===== config.mk =====
export PLATFORM = sky130hd
export DESIGN_NAME = fetch_align
export DESIGN_NICKNAME = d
export VERILOG_FILES = /design/src/rtl/fetch_align_pkg.sv /design/src/rtl/fetch_align_halfword_fifo.sv /design/src/rtl/fetch_align.sv
export SDC_FILE = /design/constraint.sdc
export NUM_CORES = 1
export LEC_CHECK = 0
export BUFFER_PORTS_ARGS = -buffer_cell sky130_fd_sc_hd__buf_4
export CAP_MARGIN = 20
export CORE_AREA = 4 4 143 145
export DETAILED_ROUTE_END_ITERATION = 10
export DIE_AREA = 0 0 147 149
export GPL_ROUTABILITY_DRIVEN = 0
export PLACE_DENSITY = 0.85
export RECOVER_POWER = 50
export SKIP_CTS_REPAIR_TIMING = 1
export SLEW_MARGIN = 10
export SYNTH_ARGS = -nofsm -noshare
export SYNTH_HDL_FRONTEND = slang
export SYNTH_SLANG_ARGS = --single-unit

===== constraint.sdc =====
create_clock -name clock -period 14.6 [get_ports clock]
set_input_delay 0.73 -clock clock [delete_from_list [all_inputs] [get_ports clock]]
set_output_delay 0.73 -clock clock [all_outputs]
set_load 0.1 [all_outputs]

===== src/rtl/fetch_align_pkg.sv =====
`default_nettype none
// +----------------------------------------------------------------------------+
// | fetch_align_pkg : shared types and constants for the fetch realignment queue |
// | Revision 1.0                                                               |
// +----------------------------------------------------------------------------+
package fetch_align_pkg;

   // Low two bits of a halfword equal to this mark a 32-bit encoding
   localparam logic [1:0] c_rvc_full = 2'b11;

   typedef struct packed {
      logic        err;
      logic [15:0] hw;
   } hw_entry_type;

   typedef struct packed {
      logic        flush;
      logic [31:0] flush_pc;
      logic        valid;
      logic [31:0] pc;
      logic        error;
      logic        out_ready;
   } fetch_align_in_type;

   typedef struct packed {
      logic        valid;
      logic [31:0] instr;
      logic [31:0] pc;
      logic        compressed;
      logic        error;
      logic        illegal;
   } fetch_align_out_type;

   function automatic logic is_full(input logic [15:0] hw);
      return (hw[1:0] == c_rvc_full);
   endfunction

endpackage
`default_nettype wire


===== src/rtl/fetch_align_halfword_fifo.sv =====
`default_nettype none
// +----------------------------------------------------------------------------+
// | halfword_fifo : ring of halfword entries, up to HPW writes and two reads    |
// | Revision 1.0                                                               |
// +----------------------------------------------------------------------------+
module halfword_fifo
   import fetch_align_pkg::*;
#(
   parameter int DEPTH = 8,
   parameter int HPW   = 2,
   localparam int PW   = $clog2(DEPTH),
   localparam int CW   = $clog2(DEPTH + 1),
   localparam int SW   = $clog2(HPW)
) (
   input  logic              clock,
   input  logic              reset,
   input  logic              clear,
   input  logic              push,
   input  logic [SW-1:0]     push_start,
   input  logic [HPW*16-1:0] push_data,
   input  logic              push_err,
   input  logic              pop,
   input  logic              pop_two,
   output hw_entry_type      h0,
   output hw_entry_type      h1,
   output logic [CW-1:0]     count
);

   hw_entry_type  mem_q [DEPTH];
   hw_entry_type  mem_d [DEPTH];
   logic [PW-1:0] rd_q, rd_d;
   logic [PW-1:0] wr_q, wr_d;
   logic [CW-1:0] count_q, count_d;
   logic [CW-1:0] w_pushed;
   logic [CW-1:0] w_popped;

   always_comb begin
      mem_d    = mem_q;
      w_pushed = '0;
      w_popped = '0;
      if (push) begin
         // Halfwords below the start index precede the useful part of the word
         for (int k = 0; k < HPW; k++) begin
            if (k >= int'(push_start)) begin
               mem_d[wr_q + PW'(k - int'(push_start))] = '{err: push_err, hw: push_data[k*16 +: 16]};
            end
         end
         w_pushed = CW'(HPW - int'(push_start));
      end
      if (pop) begin
         w_popped = pop_two ? CW'(2) : CW'(1);
      end
      count_d = count_q + w_pushed - w_popped;
      rd_d    = rd_q + PW'(w_popped);
      wr_d    = wr_q + PW'(w_pushed);
      if (clear) begin
         count_d = '0;
         rd_d    = '0;
         wr_d    = '0;
      end
   end

   always_ff @(posedge clock or posedge reset) begin
      if (reset) begin
         mem_q   <= '{default: '0};
         rd_q    <= '0;
         wr_q    <= '0;
         count_q <= '0;
      end else begin
         mem_q   <= mem_d;
         rd_q    <= rd_d;
         wr_q    <= wr_d;
         count_q <= count_d;
      end
   end

   assign h0    = mem_q[rd_q];
   assign h1    = mem_q[rd_q + PW'(1)];
   assign count = count_q;

   a_no_overflow : assert property (@(posedge clock) disable iff (reset)
      (int'(count_q) + int'(w_pushed) - int'(w_popped)) <= DEPTH);

endmodule
`default_nettype wire


===== src/rtl/fetch_align.sv =====
`default_nettype none
// +----------------------------------------------------------------------------+
// | fetch_align : realigns fetch words into whole 16/32-bit instructions + PC   |
// | Revision 1.0                                                               |
// +----------------------------------------------------------------------------+
module fetch_align
   import fetch_align_pkg::*;
#(
   parameter int          FETCH_WIDTH = 32,
   parameter int          DEPTH       = 8,
   parameter int          RVC_EN      = 1,
   parameter logic [31:0] RESET_PC    = 32'h0
) (
   input  logic                   clock,
   input  logic                   reset,
   input  logic                   flush_in,
   input  logic [31:0]            flush_pc,
   input  logic                   fetch_valid,
   output logic                   fetch_ready,
   input  logic [31:0]            fetch_pc,
   input  logic [FETCH_WIDTH-1:0] fetch_data,
   input  logic                   fetch_error,
   output logic                   out_valid,
   input  logic                   out_ready,
   output logic [31:0]            out_instr,
   output logic [31:0]            out_pc,
   output logic                   out_compressed,
   output logic                   out_error,
   output logic                   out_illegal
);

   localparam int HPW = FETCH_WIDTH / 16;
   localparam int BW  = $clog2(FETCH_WIDTH / 8);
   localparam int SW  = $clog2(HPW);
   localparam int CW  = $clog2(DEPTH + 1);

   fetch_align_in_type  w_in;
   fetch_align_out_type w_out;
   hw_entry_type        w_h0, w_h1;
   logic [CW-1:0]       w_count;
   logic [SW-1:0]       w_start;
   logic                w_push, w_pop, w_pop_two, w_h0_full;
   logic [31:0]         head_pc_q, head_pc_d;
   logic                pend_q, pend_d;
   logic                w_unused;

   assign w_in = '{flush: flush_in, flush_pc: flush_pc, valid: fetch_valid,
                   pc: fetch_pc, error: fetch_error, out_ready: out_ready};

   assign w_start     = w_in.pc[BW-1:1];
   assign fetch_ready = !w_in.flush && ((DEPTH - int'(w_count)) >= HPW);
   assign w_push      = w_in.valid && fetch_ready;
   assign w_h0_full   = is_full(w_h0.hw);
   assign w_unused    = ^{flush_pc[0], fetch_pc};

   halfword_fifo #(
      .DEPTH (DEPTH),
      .HPW   (HPW)
   ) u_fifo (
      .clock      (clock),
      .reset      (reset),
      .clear      (w_in.flush),
      .push       (w_push),
      .push_start (w_start),
      .push_data  (fetch_data),
      .push_err   (w_in.error),
      .pop        (w_pop),
      .pop_two    (w_pop_two),
      .h0         (w_h0),
      .h1         (w_h1),
      .count      (w_count)
   );

   // A faulted head halfword goes out alone so the fault is reported at its own PC
   always_comb begin
      w_out     = '0;
      w_pop_two = 1'b0;
      if (w_count != '0) begin
         if (w_h0.err) begin
            w_out.valid      = 1'b1;
            w_out.error      = 1'b1;
            w_out.compressed = 1'b1;
            w_out.pc         = head_pc_q;
         end else if (!w_h0_full) begin
            w_out.valid      = 1'b1;
            w_out.instr      = {16'h0, w_h0.hw};
            w_out.compressed = 1'b1;
            w_out.illegal    = (RVC_EN == 0);
            w_out.pc         = head_pc_q;
         end else if (w_count >= CW'(2)) begin
            w_out.valid = 1'b1;
            w_out.instr = {w_h1.hw, w_h0.hw};
            w_out.error = w_h1.err;
            w_out.pc    = head_pc_q;
            w_pop_two   = 1'b1;
         end
      end
   end

   assign w_pop = w_out.valid && w_in.out_ready && !w_in.flush;

   always_comb begin
      head_pc_d = head_pc_q;
      pend_d    = pend_q;
      if (w_in.flush) begin
         head_pc_d = {w_in.flush_pc[31:1], 1'b0};
         pend_d    = 1'b1;
      end else begin
         if (w_pop) begin
            head_pc_d = head_pc_q + (w_pop_two ? 32'd4 : 32'd2);
         end
         if (w_push) begin
            pend_d = 1'b0;
         end
      end
   end

   always_ff @(posedge clock or posedge reset) begin
      if (reset) begin
         head_pc_q <= RESET_PC;
         pend_q    <= 1'b0;
      end else begin
         head_pc_q <= head_pc_d;
         pend_q    <= pend_d;
      end
   end

   assign out_valid      = w_out.valid;
   assign out_instr      = w_out.instr;
   assign out_pc         = w_out.pc;
   assign out_compressed = w_out.compressed;
   assign out_error      = w_out.error;
   assign out_illegal    = w_out.illegal;

   a_redirect_pc : assert property (@(posedge clock) disable iff (reset)
      (w_push && pend_q) |-> (fetch_pc[31:1] == head_pc_q[31:1]));

endmodule
`default_nettype wire


==> run_results.csv <==
group,metric,value,unit
floorplanning,io_pins,171,
floorplanning,die_h,149,microns
cts,cts.clk_slew.worst_paths,70,ps
cts,clock-sinks,177,
floorplanning,die_w,147,microns
logic_synthesis,synth_seq_cells,177,
global_route,grt_pass1_vias,10050,
routing,drtPass1Iterations,5,
worst_hold_path,min-delay-start,"flush_pc[31]",
worst_setup_path,cp-start-kind,"primary input",
sta,min_period,8414,ps
run_status,violations,"capacitance limit, slew limit",
pwr,max-vdd-ir-drop,181.8,uV
global_route,grt-ovfl-total,0,
sta,max_slew_margin,-222.9,%
floorplanning,core-area,19210,sq um
logic_synthesis,async_flop_share,100.0,%
cts,cts_max_level,4,
logic_synthesis,yosysWarnings,0,
finish,final_util,66.88,%
routing,post_drt_wl_per_cell,25.46,microns
routing,drt_wl_total,35210,microns
worst_hold_path,hold_class,"primary input to flip-flop",
logic_synthesis,ys.flop_type,"dfrtp_1",
worst_hold_path,hold_end,"head_pc_q[31]",
pwr,p_leak,5.195,nW
worst_setup_path,rr_worst_depth,12,
logic_synthesis,ys_types,55,
logic_synthesis,yosysSeqAreaShare,39.21,%
routing,viasPerCell,7.346,
global_route,grtUsageTotal,32.21,%
global_route,grt_pass1_wl,55660,microns
finish,fin_nets,1230,
cts,cts_tree,"built",
cts,clock_latency,430,ps
worst_hold_path,hold_depth,2,
sta,hold_slack,521.1,ps
job,drv_cap,10,
finish,n_antenna_cell,0,
logic_synthesis,synth_area,11300,sq um
global_route,antenna_found_initial,0,
placed_design,dp_hpwl,21370,microns
worst_setup_path,r2r_slack,6300,ps
routing,drt-initial-drc-count,1317,
finish,area_delta_synth_final,13.71,%
sta,drv_slew,455,
worst_setup_path,r2r-end,"head_pc_q[22]",
floorplanning,start_util,58.81,%
logic_synthesis,netlist_instances,1045,
worst_setup_path,crit_type,"primary input to flip-flop",
worst_setup_path,cp.required,14690,ps
logic_synthesis,avgSynthCellArea,10.81,sq um
finish,drive_above_1_share,24.87,%
sta,min_period_over_period,57.63,%
worst_setup_path,critPathMaxFanout,100,
routing,drc_errors,0,
cts,clockBufferDepth,2,
global_route,grt_start_max_net_pins,110,
sta,clock_skew,9.791,ps
worst_setup_path,cp-end-kind,"flip-flop",
run_status,outcome,"complete, but fails checks",
cts,cts_root_buf,"clkbuf_16",
sta,max_freq,118.9,MHz
placed_design,port_buffers,136,
sta,tns,0,ps
sta,finalSetupViolCount,0,
routing,via_count,10160,
worst_setup_path,cp.arrival,8500,ps
sta,rsz0062_at_grt,"false",
cts,cts_made_buffers,17,
sta,worst_pin_slew,4816,ps
routing,ant_nets,0,
floorplanning,fp.dieArea,21900,sq um
sta,final-hold-violation-count,0,
logic_synthesis,synth_edf_count,0,
worst_setup_path,r2r-start,"u_fifo.rd_q[0]",
floorplanning,floorplan.rows,51,
pwr,power_density,253.9,nW/um^2
## through the flow
step                      power [mW]  cells  area, sq um  setup slack, ps
after global routing           3.385   1383        12840             5853
final                          3.261   1383        12840             6186
after global placement         2.725   1350        12350             9628
after detailed placement       2.773   1351        12360             9522
after floorplan                2.356   1046        11300             9068
after CTS                      3.253   1383        12970             9498
## cell usage after synthesis, types with 2 or more instances
library cell,count,area share (%)
a2111oi_4,8,1.9
a21o_1,2,0.13
a21oi_1,21,0.93
a22oi_1,2,0.13
a2bb2oi_1,128,9.9
a31oi_1,22,1.2
and2_1,42,2.3
and4_1,2,0.16
buf_1,38,1.3
buf_2,7,0.31
buf_4,3,0.20
buf_6,5,0.50
clkbuf_1,64,2.1
dfrtp_1,177,39
fa_1,6,1.1
ha_1,17,1.9
inv_1,20,0.66
inv_2,2,0.066
mux2_2,9,0.90
mux2i_1,16,1.4
mux2i_4,2,0.40
mux4_2,68,14
nand2_1,64,2.1
nand3_1,21,0.93
nand3b_1,2,0.13
nand4_1,12,0.66
nor2_1,57,1.9
nor2b_1,8,0.44
nor3_1,4,0.18
nor4b_1,2,0.16
o211ai_1,4,0.27
o21ai_0,3,0.13
o21ai_1,8,0.35
o22ai_1,128,7.1
o311ai_1,2,0.16
o31ai_1,14,0.93
o41ai_4,2,0.49
or3_1,12,0.66
or4_1,17,1.1
xnor2_1,6,0.47
xor2_1,4,0.31
## how the worst max path moves through the flow
stage,endpoint,slack [ps],start
after global routing,u_fifo.mem_q[6],5850,flush_in
after CTS,head_pc_q[27],9500,u_fifo.rd_q[0]
after detailed placement,head_pc_q[27],9520,u_fifo.rd_q[0]
after floorplan,head_pc_q[10],9070,reset
final,u_fifo.mem_q[109],6190,flush_in
after global placement,head_pc_q[27],9630,u_fifo.rd_q[0]
## layout make-up
class                   instances  area (sq um)
clock buffers                  22         484.2
clock inverters                10         121.4
fillers                      1425          6362
inverters                      22         83.83
multi-input cells             730          6233
flip-flops and latches        177          4431
well taps                     265         331.6
repair buffers                157          1160
## routing by layer
layer,global-route usage [%],vias up,wire [microns]
li1,-,4202,-
met1,43.31,4930,12790
met2,49.76,881,16330
met3,9.025,146,4631
met4,13.65,0,1451
met5,0,-,0
## cells in the final DEF, fill, tap and decap left out, types with 4 or more instances in the layout
cell,instances
or4_1,17
a21oi_1,21
nand3_1,21
xor2_1,4
fa_1,6
clkbuf_8,4
a2111oi_0,4
dfrtp_1,176
clkbuf_1,7
nand4_1,12
o211ai_1,4
a2bb2oi_1,128
a2111oi_4,4
o31ai_1,13
mux4_2,68
ha_1,16
clkbuf_16,17
and2_1,41
nor2b_1,8
buf_4,149
mux2i_1,17
inv_1,20
or3_1,12
o22ai_1,128
mux2_2,9
a31oi_1,22
nand2_1,64
inv_6,4
o21ai_1,8
nor3_1,4
xnor2_1,5
nor2_1,56
## report_power, final
group          internal (mW)  switching (mW)  total, mW
clock network          0.273           0.205      0.478
logic                  0.614            1.33       1.94
registers              0.658           0.180      0.838
total                   1.55            1.72       3.26
## cell families (layout without fill, tap and decap cells)
family                   after synthesis  after routing  synth area share [%]
other                                  1              2               0.03320
adder cells (fa/ha/maj)               23             23                 2.946
AO/OA/AOI/OAI                        352            352                 24.34
multiplexers                          96             96                 16.40
AND/OR/NAND/NOR                      247            247                 11.17
buffers and inverters                139            211                 5.128
flip-flops                           177            177                 39.21
XOR/XNOR                              10             10                0.7753
## worst max-delay path: stages
cell       delay [ps]
clkbuf_1          500
inv_1            1350
nand2_1           840
a211oi_4          360
clkbuf_1         1080
clkbuf_1         3210
a2bb2oi_1         280
## flip-flops by register name, summed over array words and instances (netlist names)
register and flops:
u_fifo.mem_q 136, head_pc_q 31, u_fifo.count 4, u_fifo.rd_q 3
u_fifo.wr_q 3
(Power assumes the default switching activity.)
